===== config.mk =====
export PLATFORM = sky130hd
export DESIGN_NAME = present_key_schedule_flat
export DESIGN_NICKNAME = d
export VERILOG_FILES = /design/src/rtl/present_pkg.sv /design/src/rtl/present_key_schedule_if.sv /design/src/rtl/present_key_update.sv /design/src/rtl/present_key_schedule.sv /design/src/flat_wrapper.sv
export SDC_FILE = /design/constraint.sdc
export NUM_CORES = 1
export LEC_CHECK = 0
export ABC_AREA = 1
export CAP_MARGIN = 20
export CORE_AREA = 2 2 112 114
export DETAILED_ROUTE_END_ITERATION = 8
export DIE_AREA = 0 0 114 116
export PLACE_DENSITY_LB_ADDON = 0.1
export SYNTH_ARGS = -nofsm -noshare
export SYNTH_HDL_FRONTEND = slang
export SYNTH_SLANG_ARGS = --single-unit

===== constraint.sdc =====
create_clock -name clk -period 1.6 [get_ports clk]
set_clock_uncertainty 0.05 [all_clocks]
set_input_delay 0.32 -clock clk [delete_from_list [all_inputs] [get_ports clk]]
set_output_delay 0.32 -clock clk [all_outputs]
set_load 0.01 [all_outputs]

===== src/rtl/present_pkg.sv =====
// Shared PRESENT constants: S-box, legal key widths, round-key width and last round index.
package present_pkg;

  localparam int KEY_W_80  = 80;
  localparam int KEY_W_128 = 128;
  localparam int RK_W      = 64;
  localparam int LAST_RND  = 32;

  localparam logic [3:0] SBOX [16] = '{
    4'hC, 4'h5, 4'h6, 4'hB, 4'h9, 4'h0, 4'hA, 4'hD,
    4'h3, 4'hE, 4'hF, 4'h8, 4'h4, 4'h7, 4'h1, 4'h2
  };

  function automatic logic [3:0] sbox4(input logic [3:0] x);
    return SBOX[x];
  endfunction

endpackage


===== src/rtl/present_key_schedule_if.sv =====
// Key-input / round-key bus between the key source, the key schedule and the addRoundKey stage.
interface present_key_schedule_if #(
  parameter int KEY_W = present_pkg::KEY_W_80,
  parameter int RK_W  = present_pkg::RK_W
);

  logic [KEY_W-1:0] key_in;
  logic             load;
  logic             step;
  logic [RK_W-1:0]  round_key;
  logic [5:0]       round_idx;
  logic             key_valid;
  logic             done;

  modport master (
    output key_in, load, step,
    input  round_key, round_idx, key_valid, done
  );

  modport slave (
    input  key_in, load, step,
    output round_key, round_idx, key_valid, done
  );

endinterface


===== src/rtl/present_key_update.sv =====
// Combinational PRESENT key-update: rotate left 61, S-box the top nibble(s), XOR the round counter.
module present_key_update
  import present_pkg::*;
#(
  parameter int KEY_W = KEY_W_80
) (
  input  logic [KEY_W-1:0] key_i,
  input  logic [4:0]       cnt_i,
  output logic [KEY_W-1:0] key_o
);

  logic [KEY_W-1:0] rot;

  assign rot = {key_i[KEY_W-62:0], key_i[KEY_W-1:KEY_W-61]};

  if (KEY_W == KEY_W_128) begin : g_k128
    always_comb begin
      key_o          = rot;
      key_o[127:124] = sbox4(rot[127:124]);
      key_o[123:120] = sbox4(rot[123:120]);
      key_o[66:62]   = rot[66:62] ^ cnt_i;
    end
  end else begin : g_k80
    always_comb begin
      key_o        = rot;
      key_o[79:76] = sbox4(rot[79:76]);
      key_o[19:15] = rot[19:15] ^ cnt_i;
    end
  end

endmodule


===== src/rtl/present_key_schedule.sv =====
// PRESENT key-schedule register: holds the key state, updates it one round per step and
// presents round keys K1..K32 with their index.
module present_key_schedule #(
  parameter int KEY_W    = present_pkg::KEY_W_80,
  parameter int RK_W     = present_pkg::RK_W,
  parameter int LAST_RND = present_pkg::LAST_RND
) (
  input  logic                   clk,
  input  logic                   rst_n,
  present_key_schedule_if.slave  bus
);

  import present_pkg::*;

  if (KEY_W != KEY_W_80 && KEY_W != KEY_W_128) begin : g_bad_key_w
    $fatal(1, "present_key_schedule: KEY_W must be 80 or 128");
  end
  if (RK_W != 64) begin : g_bad_rk_w
    $fatal(1, "present_key_schedule: RK_W must be 64");
  end
  if (LAST_RND < 2 || LAST_RND > 32) begin : g_bad_last_rnd
    $fatal(1, "present_key_schedule: LAST_RND must lie in 2..32");
  end

  // Bit 0 doubles as key_valid and bit 1 as done, so both outputs are plain register slices.
  localparam logic [1:0] ST_IDLE   = 2'b00;
  localparam logic [1:0] ST_ACTIVE = 2'b01;
  localparam logic [1:0] ST_DONE   = 2'b11;

  logic [KEY_W-1:0] key_q, key_d, key_upd;
  logic [5:0]       idx_q, idx_d;
  logic [1:0]       state_q, state_d;

  present_key_update #(
    .KEY_W (KEY_W)
  ) u_update (
    .key_i (key_q),
    .cnt_i (idx_q[4:0]),
    .key_o (key_upd)
  );

  always_comb begin
    // NOTE: every next-state signal gets its hold value first so no path leaves one unassigned (no latch).
    key_d   = key_q;
    idx_d   = idx_q;
    state_d = state_q;
    if (bus.load) begin
      key_d   = bus.key_in;
      idx_d   = 6'd1;
      state_d = ST_ACTIVE;
    end else if (bus.step && state_q == ST_ACTIVE) begin
      key_d = key_upd;
      idx_d = idx_q + 6'd1;
      if (idx_d == 6'(LAST_RND)) begin
        state_d = ST_DONE;
      end
    end
  end

  // NOTE: non-blocking assignments so every flop samples the pre-edge values of its peers.
  always_ff @(posedge clk or negedge rst_n) begin
    if (!rst_n) begin
      key_q   <= '0;
      idx_q   <= '0;
      state_q <= ST_IDLE;
    end else begin
      key_q   <= key_d;
      idx_q   <= idx_d;
      state_q <= state_d;
    end
  end

  assign bus.round_key = key_q[KEY_W-1 -: RK_W];
  assign bus.round_idx = idx_q;
  assign bus.key_valid = state_q[0];
  assign bus.done      = state_q[1];

endmodule


===== src/flat_wrapper.sv =====
// flat-port wrapper written by rule: the top's interface ports become plain ports
module present_key_schedule_flat import present_pkg::*;
#(
  parameter int KEY_W    = present_pkg::KEY_W_80,
  parameter int RK_W     = present_pkg::RK_W,
  parameter int LAST_RND = present_pkg::LAST_RND
)
  (clk, rst_n, bus_key_in, bus_load, bus_step, bus_round_key, bus_round_idx, bus_key_valid, bus_done);
  present_key_schedule_if #(.KEY_W(KEY_W), .RK_W(RK_W)) bus_i ();
  input  logic clk;
  input  logic rst_n;
  input wire logic [$bits(bus_i.key_in)-1:0] bus_key_in;
  input wire logic [$bits(bus_i.load)-1:0] bus_load;
  input wire logic [$bits(bus_i.step)-1:0] bus_step;
  output wire logic [$bits(bus_i.round_key)-1:0] bus_round_key;
  output wire logic [$bits(bus_i.round_idx)-1:0] bus_round_idx;
  output wire logic [$bits(bus_i.key_valid)-1:0] bus_key_valid;
  output wire logic [$bits(bus_i.done)-1:0] bus_done;
  assign bus_i.key_in = bus_key_in;
  assign bus_i.load = bus_load;
  assign bus_i.step = bus_step;
  assign bus_round_key = bus_i.round_key;
  assign bus_round_idx = bus_i.round_idx;
  assign bus_key_valid = bus_i.key_valid;
  assign bus_done = bus_i.done;
  present_key_schedule #(.KEY_W(KEY_W), .RK_W(RK_W), .LAST_RND(LAST_RND)) u_core (.clk(clk), .rst_n(rst_n), .bus(bus_i));
endmodule

==> results.ini <==
[synth]
ys_types = 30
ys_seq_area_share_pct = 43.7
yosysWarnings = 0
syn_nets = 616
yosysTopAreaCell = dfrtp_1
synth_flop_cell = dfrtp_1
syn_inst = 526
synth_area_um2 = 5040
synth_edf_count = 0
netlist_top_cells_count = 139 x nand2_1, 88 x dfrtp_1, 66 x buf_4, 51 x inv_1, 33 x o211ai_2
synth.area.top_cells = dfrtp_1 44%, nand2_1 10%, buf_4 9.8%
synth_seq_cells = 88
synthArstFlopShare_pct = 100
avgSynthCellArea_um2 = 9.59
netlist.area_leader.share_pct = 43.7
yosysMostFrequentCell = nand2_1

[timing]
fmaxAchievable_mhz = 652
finalMaxSlewViolations = 0
max-slew-margin-rel_pct = 66.6
finalHoldViolations = 0
timing.setup.tns_ns = 0
tightest_slew_ns = 0.501
fin_crit_ns = 1.53
setup_viol = 0
finalCritPeriodShare_pct = 95.8
hold_ws_ns = 0.448

[die]
initial_core_util_pct = 42.3
rows = 40
die_w_um = 114
die_y_um = 116
core_area_um2 = 11900
dieArea_um2 = 13200
ioPinCount = 156

[layout]
drive_gt1_share_pct = 20.5
num-nets-final = 729
finalInstanceArea_um2 = 6720
final_core_util_pct = 56.4
num_antenna_cells = 0
area_growth_pct = 33.3

[clock_network]
h-tree-depth = 3
clkTransAtPathRegs_ns = 0.07
cts.path.max_buffers = 2
cts_root_buffer = clkbuf_16
cts.sinks = 88
cts_buffers = 9
clk_latency_ns = 0.34
cts_tree = done

[place]
placed_area_um2 = 6380
dp_hpwl_mm = 9.23
place_congestion = 0.820
portBuffers = 155

[detailed_routing]
ant_nets = 0
viasPerCell = 4.99
dr.pass1.iters = 4
drt_iter0_markers = 214
wl_per_cell_um = 16.4
wl_met2_mm = 6.15
dr_wl_met3_um = 696
maxUsedRoutingLayer = met4
drt-met1-wl_mm = 5.92
vias = 3944
drc = 0
wirelength_mm = 13.0

[job]
drv_cap = 0

[power_and_ir_drop]
ir_drop_mv = 0.465
power_density_nw_per_um2 = 947
p_total_mw = 6.36
p_leak_nw = 3.24

[grt]
grt-ovfl-total = 0
grt_max_degree = 89
grt_pass1_wl_mm = 20.9
grt_pass1_vias = 4101
track_usage_pct = 20.3
antenna_found_initial = 0

[worst_setup_path]
worst-setup-path-type = register to register
crit_fanout = 2
cp.required_ns = 1.82
cp.arrival_ns = 1.75
reg2reg_slack_ns = 0.07
critPathLaunchType = register
cp-end-kind = register

[hold_path]
hp-class = primary input to register

[run_status]
status = finished, final reports clean

-- critical path, stage by stage (launching register included) --
cell	delay (ns)
dfrtp_1	0.38
inv_1	0.12
ha_4	0.22
or2_2	0.29
o21ai_0	0.11
nand2_1	0.10
nand2_1	0.09
nand2_1	0.06
o21ai_1	0.06
-- metrics by stage --
| stage | setup WS [ns] | std cells |
|---|---|---|
| final | 0.0668 | 791 |
| after global placement | -0.112 | 767 |
| after CTS | 0.000321 | 790 |
| after detailed placement | -0.155 | 767 |
| after global routing | -0.00285 | 791 |
| after floorplan | 0.107 | 526 |
-- layer usage --
| layer | vias to the layer above | GRT usage (%) |
|---|---|---|
| met5 | - | 0 |
| met4 | 0 | 6.50 |
| met3 | 13 | 5.28 |
| met2 | 121 | 31.9 |
| met1 | 1907 | 27.5 |
| li1 | 1903 | - |
-- what timing repair did --
item,CTS,global route
hold buffers,1,0
pin swaps,0,1
resized for setup,64,11
hold endpoints to repair,24,0
endpoints found under the setup margin,63,12
setup buffers,6,1
-- layout by cell type (no fill, tap or decap), types with 2 or more instances in the layout --
cell,Yosys,final
a21oi_1,4,4
a31oi_1,4,4
buf_12,0,6
buf_4,66,33
clkbuf_16,0,9
clkbuf_8,0,2
clkdlybuf4s50_1,0,81
clkinv_4,0,2
dfrtp_1,88,86
dfrtp_2,0,2
dlygate4sd2_1,0,62
dlymetal6s2s_1,0,10
ha_1,6,5
inv_1,51,51
inv_2,3,3
nand2_1,139,139
nand3_1,32,32
nand4_1,2,2
nor2_1,13,13
o211ai_1,3,3
o211ai_2,33,33
o21ai_0,6,6
o21ai_1,4,4
o221ai_2,28,28
o22ai_2,2,2
or2_2,3,3
xnor2_1,5,5
-- flip-flops by register name, summed over array words and instances, names as in the netlist --
name	cells
u_core.key_q	80
u_core.bus.round_idx	6
u_core.state_q	2
-- final cells by class --
cell class	instances	area (um^2)
clock buffers	12	256
clock inverters	4	52.6
fillers	1093	5190
inverters	55	209
multi-input cells	291	1950
flip-flops and latches	88	2200
well taps	147	184
repair buffers	194	1860
-- cell families (layout without fill, tap and decap cells) --
kind of cell,count (synthesis),count (layout),synth area share [%]
buffers and inverters,147,265,17.9
DFF,88,88,43.7
and+or+nand+nor,192,192,16.1
AOI/OAI and AO/OA,87,87,19.8
adders and majority gates,6,6,1.49
xor gates and xnor gates,6,6,1.04
-- power breakdown --
group	leakage [nW]	switching, mW	internal [mW]
Sequential	1.07	0.157	2.46
Clock	0.153	0.901	1.30
Combinational	2.02	0.783	0.754
Total	3.24	1.84	4.52
-- path summary, 6_finish.rpt --
path	cells past startpoint	startpoint	endpoint
min in group asynchronous	3	rst_n	u_core.bus.round_idx[2]$_DFFE_PN0P_
max	8	u_core.key_q[16]$_DFFE_PN0P_	u_core.key_q[79]$_DFFE_PN0P_
max reg2reg	8	u_core.key_q[16]$_DFFE_PN0P_	u_core.key_q[79]$_DFFE_PN0P_
min reg2reg	2	u_core.key_q[10]$_DFFE_PN0P_	u_core.key_q[10]$_DFFE_PN0P_
max in group asynchronous	3	rst_n	u_core.bus.round_idx[1]$_DFFE_PN0P_
min	4	bus_load	u_core.key_q[39]$_DFFE_PN0P_
Power figures use the tool's default switching activity.
